`src/rtl/spi_tx_unpacker_pkg.sv`:
```
// Shared definitions for the SPI TX word-to-byte unpacker: transfer size
// encodings, FSM state type and the unit alignment helper.
package spi_tx_unpacker_pkg;

    localparam int UNPACK_WORD_W = 32;
    localparam int UNPACK_BYTE_W = 8;

    localparam logic [1:0] SPI_TRANS_8_BITS  = 2'b00;
    localparam logic [1:0] SPI_TRANS_16_BITS = 2'b01;
    localparam logic [1:0] SPI_TRANS_24_BITS = 2'b10;
    localparam logic [1:0] SPI_TRANS_32_BITS = 2'b11;

    typedef enum logic {
        ST_IDLE = 1'b0,
        ST_SEND = 1'b1
    } unpack_state_e;

    // Place the unit so that its first byte sits where the output byte is
    // taken from: bits [7:0] for LSB-first, bits [31:24] for MSB-first.
    function automatic logic [UNPACK_WORD_W-1:0] align_unit(
        input logic [UNPACK_WORD_W-1:0] data,
        input logic [1:0]               dsize,
        input logic                     lsb
    );
        logic [UNPACK_WORD_W-1:0] res;
        res = data;
        if (!lsb) begin
            unique case (dsize)
                SPI_TRANS_8_BITS:  res = data << 24;
                SPI_TRANS_16_BITS: res = data << 16;
                SPI_TRANS_24_BITS: res = data << 8;
                default:           res = data;
            endcase
        end
        return res;
    endfunction

endpackage

```
`src/rtl/spi_tx_unpacker.sv`:
```
// Splits one 8/16/24/32-bit unit written to TXR into a byte stream for the
// TX FIFO push port, MSB- or LSB-first, with drop detection on busy writes.
module spi_tx_unpacker
    import spi_tx_unpacker_pkg::*;
#(
    parameter int WORD_WIDTH = 32
) (
    input  logic                  clk_i,
    input  logic                  rst_n_i,
    input  logic                  flush_i,
    input  logic [1:0]            dsize_i,
    input  logic                  lsb_i,
    input  logic                  wr_valid_i,
    output logic                  wr_ready_o,
    input  logic [WORD_WIDTH-1:0] wr_data_i,
    output logic                  byte_valid_o,
    input  logic                  byte_ready_i,
    output logic [7:0]            byte_data_o,
    output logic                  busy_o,
    output logic                  ovf_o
);

    if (WORD_WIDTH != UNPACK_WORD_W) begin : g_bad_width
        $error("spi_tx_unpacker: only WORD_WIDTH=32 is supported");
    end

    unpack_state_e         state_q, state_d;
    logic [WORD_WIDTH-1:0] word_q, word_d;
    logic [1:0]            rem_q, rem_d;
    logic                  lsb_q, lsb_d;
    logic                  ovf_q, ovf_d;

    logic byte_fire;
    logic last_fire;
    logic accept;

    assign byte_fire = (state_q == ST_SEND) && byte_ready_i;
    assign last_fire = byte_fire && (rem_q == 2'd0);

    // Ready depends combinationally on byte_ready_i so the next word can load
    // in the same cycle the last byte leaves.
    assign wr_ready_o = !flush_i && ((state_q == ST_IDLE) || last_fire);
    assign accept     = wr_valid_i && wr_ready_o;
    assign ovf_d      = wr_valid_i && !wr_ready_o && !flush_i;

    always_comb begin
        state_d = state_q;
        word_d  = word_q;
        rem_d   = rem_q;
        lsb_d   = lsb_q;
        if (flush_i) begin
            state_d = ST_IDLE;
            word_d  = '0;
            rem_d   = 2'd0;
        end else begin
            unique case (state_q)
                ST_IDLE: begin
                    if (accept) begin
                        state_d = ST_SEND;
                        word_d  = align_unit(wr_data_i, dsize_i, lsb_i);
                        rem_d   = dsize_i;
                        lsb_d   = lsb_i;
                    end
                end
                ST_SEND: begin
                    if (accept) begin
                        state_d = ST_SEND;
                        word_d  = align_unit(wr_data_i, dsize_i, lsb_i);
                        rem_d   = dsize_i;
                        lsb_d   = lsb_i;
                    end else if (byte_fire) begin
                        if (rem_q != 2'd0) begin
                            word_d = lsb_q ? (word_q >> 8) : (word_q << 8);
                            rem_d  = rem_q - 2'd1;
                        end else begin
                            state_d = ST_IDLE;
                        end
                    end
                end
                default: state_d = ST_IDLE;
            endcase
        end
    end

    always_ff @(posedge clk_i) begin
        if (!rst_n_i) begin
            state_q <= ST_IDLE;
            word_q  <= '0;
            rem_q   <= 2'd0;
            lsb_q   <= 1'b0;
            ovf_q   <= 1'b0;
        end else begin
            state_q <= state_d;
            word_q  <= word_d;
            rem_q   <= rem_d;
            lsb_q   <= lsb_d;
            ovf_q   <= ovf_d;
        end
    end

    assign byte_valid_o = (state_q == ST_SEND);
    assign busy_o       = (state_q == ST_SEND);
    assign byte_data_o  = lsb_q ? word_q[7:0] : word_q[WORD_WIDTH-1 -: 8];
    assign ovf_o        = ovf_q;

endmodule

```
`config.mk`:
```
export PLATFORM = sky130hd
export DESIGN_NAME = spi_tx_unpacker
export DESIGN_NICKNAME = d
export VERILOG_FILES = /design/src/rtl/spi_tx_unpacker_pkg.sv /design/src/rtl/spi_tx_unpacker.sv
export SDC_FILE = /design/constraint.sdc
export NUM_CORES = 1
export LEC_CHECK = 0
export CAP_MARGIN = 30
export CORE_MARGIN = 5
export CORE_UTILIZATION = 45
export DETAILED_ROUTE_END_ITERATION = 10
export PLACE_DENSITY = 0.82
export SKIP_CTS_REPAIR_TIMING = 1
export SLEW_MARGIN = 40
export SYNTH_ARGS = -nofsm -noshare
export SYNTH_HDL_FRONTEND = slang
export SYNTH_SLANG_ARGS = --single-unit
```
`constraint.sdc`:
```
create_clock -name clk_i -period 2 [get_ports clk_i]
set_input_delay 0.3 -clock clk_i [delete_from_list [all_inputs] [get_ports clk_i]]
set_output_delay 0.3 -clock clk_i [all_outputs]
set_load 0.05 [all_outputs]
```
==> results.sh <==
export IMPL_path_cells="clkdlybuf4s50_1"
export IMPL_pre_cts_ws_ns=-0.0316
export IMPL_comb_power_share_pct=28.6
export IMPL_overflow=0
export IMPL_floorplan_rows=27
export IMPL_hold_viol_final=0
export IMPL_clockRootBuffer="clkbuf_8"
export IMPL_insertion_delay_ns=0.29
export IMPL_r2r_end="word_q[10]$_SDFFE_PP0P_"
export IMPL_worstMarginPinSlew_ns=0.668
export IMPL_nNetsFinal=393
export IMPL_start_kind="flop"
export IMPL_via_count=2766
export IMPL_synthDistinctLibCells=44
export IMPL_p_sw_uw=556
export IMPL_ys_ff_latch=37
export IMPL_synth_edff_count=0
export IMPL_cts_buffers=5
export IMPL_holdPathEnd="rem_q[1]$_SDFFE_PP0P_"
export IMPL_finalPower_uw=1840
export IMPL_portBuffers=51
export IMPL_vias_per_cell=6.52
export IMPL_synth_top_family_by_area="compound AO/OA/AOI/OAI gates"
export IMPL_slew_headroom_pct=55.4
export IMPL_placed_cells_incl_taps=417
export IMPL_ant_nets=0
export IMPL_grt_total_usage_pct=22.2
export IMPL_ir_drop_v=0.000300
export IMPL_maxSlewViolCount=0
export IMPL_fp_coreArea_um2=5540
export IMPL_arrival_ns=1.59
export IMPL_setup_violations=0
export IMPL_ys_dominant_reg_cell="dfxtp_1"
export IMPL_syn_mean_instance_area_um2=8.45
export IMPL_die_w_um=85.6
export IMPL_r2r_start="rem_q[0]$_SDFFE_PP0P_"
export IMPL_r2r_cells=7
export IMPL_min_delay_start="rem_q[1]$_SDFFE_PP0P_"
export IMPL_min_path_cells=2
export IMPL_timing_final_crit_share_pct=94.5
export IMPL_clock_skew_final_ns=0.00960
export IMPL_antenna_found_initial=0
export IMPL_die_area_um2=7320
export IMPL_synth_compound_area_share_pct=37.0
export IMPL_post_route_min_period_ns=1.89
export IMPL_min_delay_path_class="reg -> reg"
export IMPL_fmax_ghz=0.529
export IMPL_p_int_uw=1280
export IMPL_p_per_area_nw_per_um2=548
export IMPL_cts_tree="yes"
export IMPL_synth_area_top_cells="dfxtp_1 29%, mux2i_1 4.7%, a32oi_1 4.1%"
export IMPL_first_pass_iters=5
export IMPL_timing_final_ws_setup_ns=0.109
export IMPL_drt_iter0_markers=274
export IMPL_syn_nets=345
export IMPL_routed_wl_mm=7.91
export IMPL_cts_sinks=37
export IMPL_yosysTopAreaCell="dfxtp_1"
export IMPL_p_seq_share_pct=42.2
export IMPL_wire_per_inst_um=18.7
export IMPL_place_gp_congestion=0.875
export IMPL_ios=52
export IMPL_clockBufferDepth=2
export IMPL_critical_path_max_stage_delay_ns=0.86
export IMPL_async_reset_ff_share_pct=0
export IMPL_drcViolationCount=0
export IMPL_dp_hpwl_mm=5.47
export IMPL_worstPathRequired_ns=1.70
export IMPL_cpMaxStageDelayCell="clkdlybuf4s50_1"
export IMPL_synth_cells=304
export IMPL_synthMuxAreaShare_pct=8.18
export IMPL_synth_top_area_share_pct=28.8
export IMPL_synth_warnings=0
export IMPL_clkTransAtPathRegs_ns=0.07
export IMPL_status="finished clean"
export IMPL_yosys_area_share_simple_pct=16.8
export IMPL_htree_levels=2
export IMPL_synthAdderAreaFrac_pct=0.487
export IMPL_ff2ff_setup_slack_ns=0.24
export IMPL_grt_setup_unrepaired="no"
export IMPL_max_cap_viol_count=0
export IMPL_syn_to_final_growth_pct=30.8
export IMPL_synth_seq_area_share_pct=28.8
export IMPL_cellLeakagePower_uw=0.00120
export IMPL_drive_above_1_share_pct=15.6
export IMPL_syn_cell_area_um2=2570
export IMPL_critical_path_buf_inv_count=1
export IMPL_grt_pass1_vias=2787
export IMPL_pwr_share_clk_pct=29.2
export IMPL_cpLargestDelayFamily="buffers and inverters"
export IMPL_cp_depth=1
export IMPL_start_util_pct=46.4
export IMPL_swShare_pct=30.2
export IMPL_synth_xor_area_share_pct=0
export IMPL_grt_pass1_wl_mm=13.3
export IMPL_crit_type="reg -> out"
export IMPL_die_y_um=85.6
export IMPL_grt_max_degree=33
export IMPL_antenna_cells=0
export IMPL_final_cell_count_no_fill=424
export IMPL_cp_end_kind="output port"
export IMPL_path_max_fanout=9
## metrics by stage
stage	util (%)	setup TNS (ns)	area (µm²)	hold WS (ns)
after floorplan	-	0	2570	0.424
after global placement	59.1	0	3270	0.459
after detailed placement	59.1	-0.172	3270	0.474
after CTS	60.6	0	3360	0.484
after global routing	60.6	0	3360	0.512
final	60.6	0	3360	0.483
## layer usage
layer	vias to the layer above	global-route usage [%]	share of wire, %
met5	-	0	0
met4	0	8.92	1.8
met3	22	4.80	9.8
met2	176	36.4	48
met1	1296	28.2	41
li1	1272	-	-
## cell families after synthesis
family | after synthesis
AND/OR/NAND/NOR | 78
AO/OA/AOI/OAI | 121
adder cells (fa/ha/maj) | 1
flip-flops | 37
multiplexers | 20
buffers and inverters | 47
## power by group through the flow
stage / clock (µW) / combinational (µW) / sequential [µW]
2_1_floorplan: 0 / 296 / 793
3_3_place_gp: 0 / 505 / 793
3_5_place_dp: 0 / 515 / 794
4_1_cts: 549 / 518 / 777
5_1_grt: 582 / 559 / 780
6_report: 538 / 526 / 778
## how the worst max path moves through the flow
stage,slack [ns],end,startpoint
floorplan,0.27,wr_ready_o,busy_o$_SDFF_PP0_
global placement,0.03,word_q[16]$_SDFFE_PP0P_,dsize_i[1]
detailed placement,-0.03,word_q[18]$_SDFFE_PP0P_,dsize_i[1]
CTS,0.1,busy_o,busy_o$_SDFF_PP0_
global route,0.04,busy_o,busy_o$_SDFF_PP0_
finish,0.11,busy_o,busy_o$_SDFF_PP0_
## synth_stat cells (7+ instances only)
master,count
o21ai_1,16
a211oi_1,8
mux2i_1,12
nand2_1,23
o221ai_1,8
buf_2,20
a32oi_1,12
dfxtp_1,37
a22oi_1,8
a22o_1,8
mux2_2,8
nand2b_1,7
a31oi_1,8
inv_1,14
o32ai_1,8
a21oi_1,12
nand3_1,9
nor2b_1,16
a32o_1,8
o32a_1,8
nand3b_1,8
## final cells by class
type | count | area [µm²]
clock buffers | 7 | 86.3
fillers | 493 | 2180
inverters | 14 | 52.6
multi-input cells | 220 | 1600
flip-flops and latches | 37 | 741
well taps | 72 | 90.1
repair buffers | 74 | 786
## flip-flops by register name, indices dropped and copies added, names as in the netlist
| name | cells |
|---|---|
| ovf_o | 1 |
| rem_q | 2 |
| lsb_q | 1 |
| busy_o | 1 |
| word_q | 32 |
## placed cells by master (no fill, tap or decap), drive strengths merged, types with 2 or more instances in the layout
| cell type | instances |
|---|---|
| clkdlybuf4s50 | 42 |
| dfxtp | 37 |
| buf | 32 |
| nand2 | 25 |
| o21ai | 18 |
| nor2b | 16 |
| inv | 14 |
| a21oi | 14 |
| a32oi | 12 |
| mux2i | 12 |
| nand3 | 9 |
| mux2 | 8 |
| a22o | 8 |
| a211oi | 8 |
| o32ai | 8 |
| o32a | 8 |
| nand3b | 8 |
| a31oi | 8 |
| a22oi | 8 |
| o221ai | 8 |
| a32o | 8 |
| a221oi | 8 |
| nand2b | 7 |
| clkbuf | 7 |
| nor2 | 5 |
| and2 | 3 |
| and3 | 2 |
| a21boi | 2 |
No activity file was read; power rests on OpenSTA's default activity.
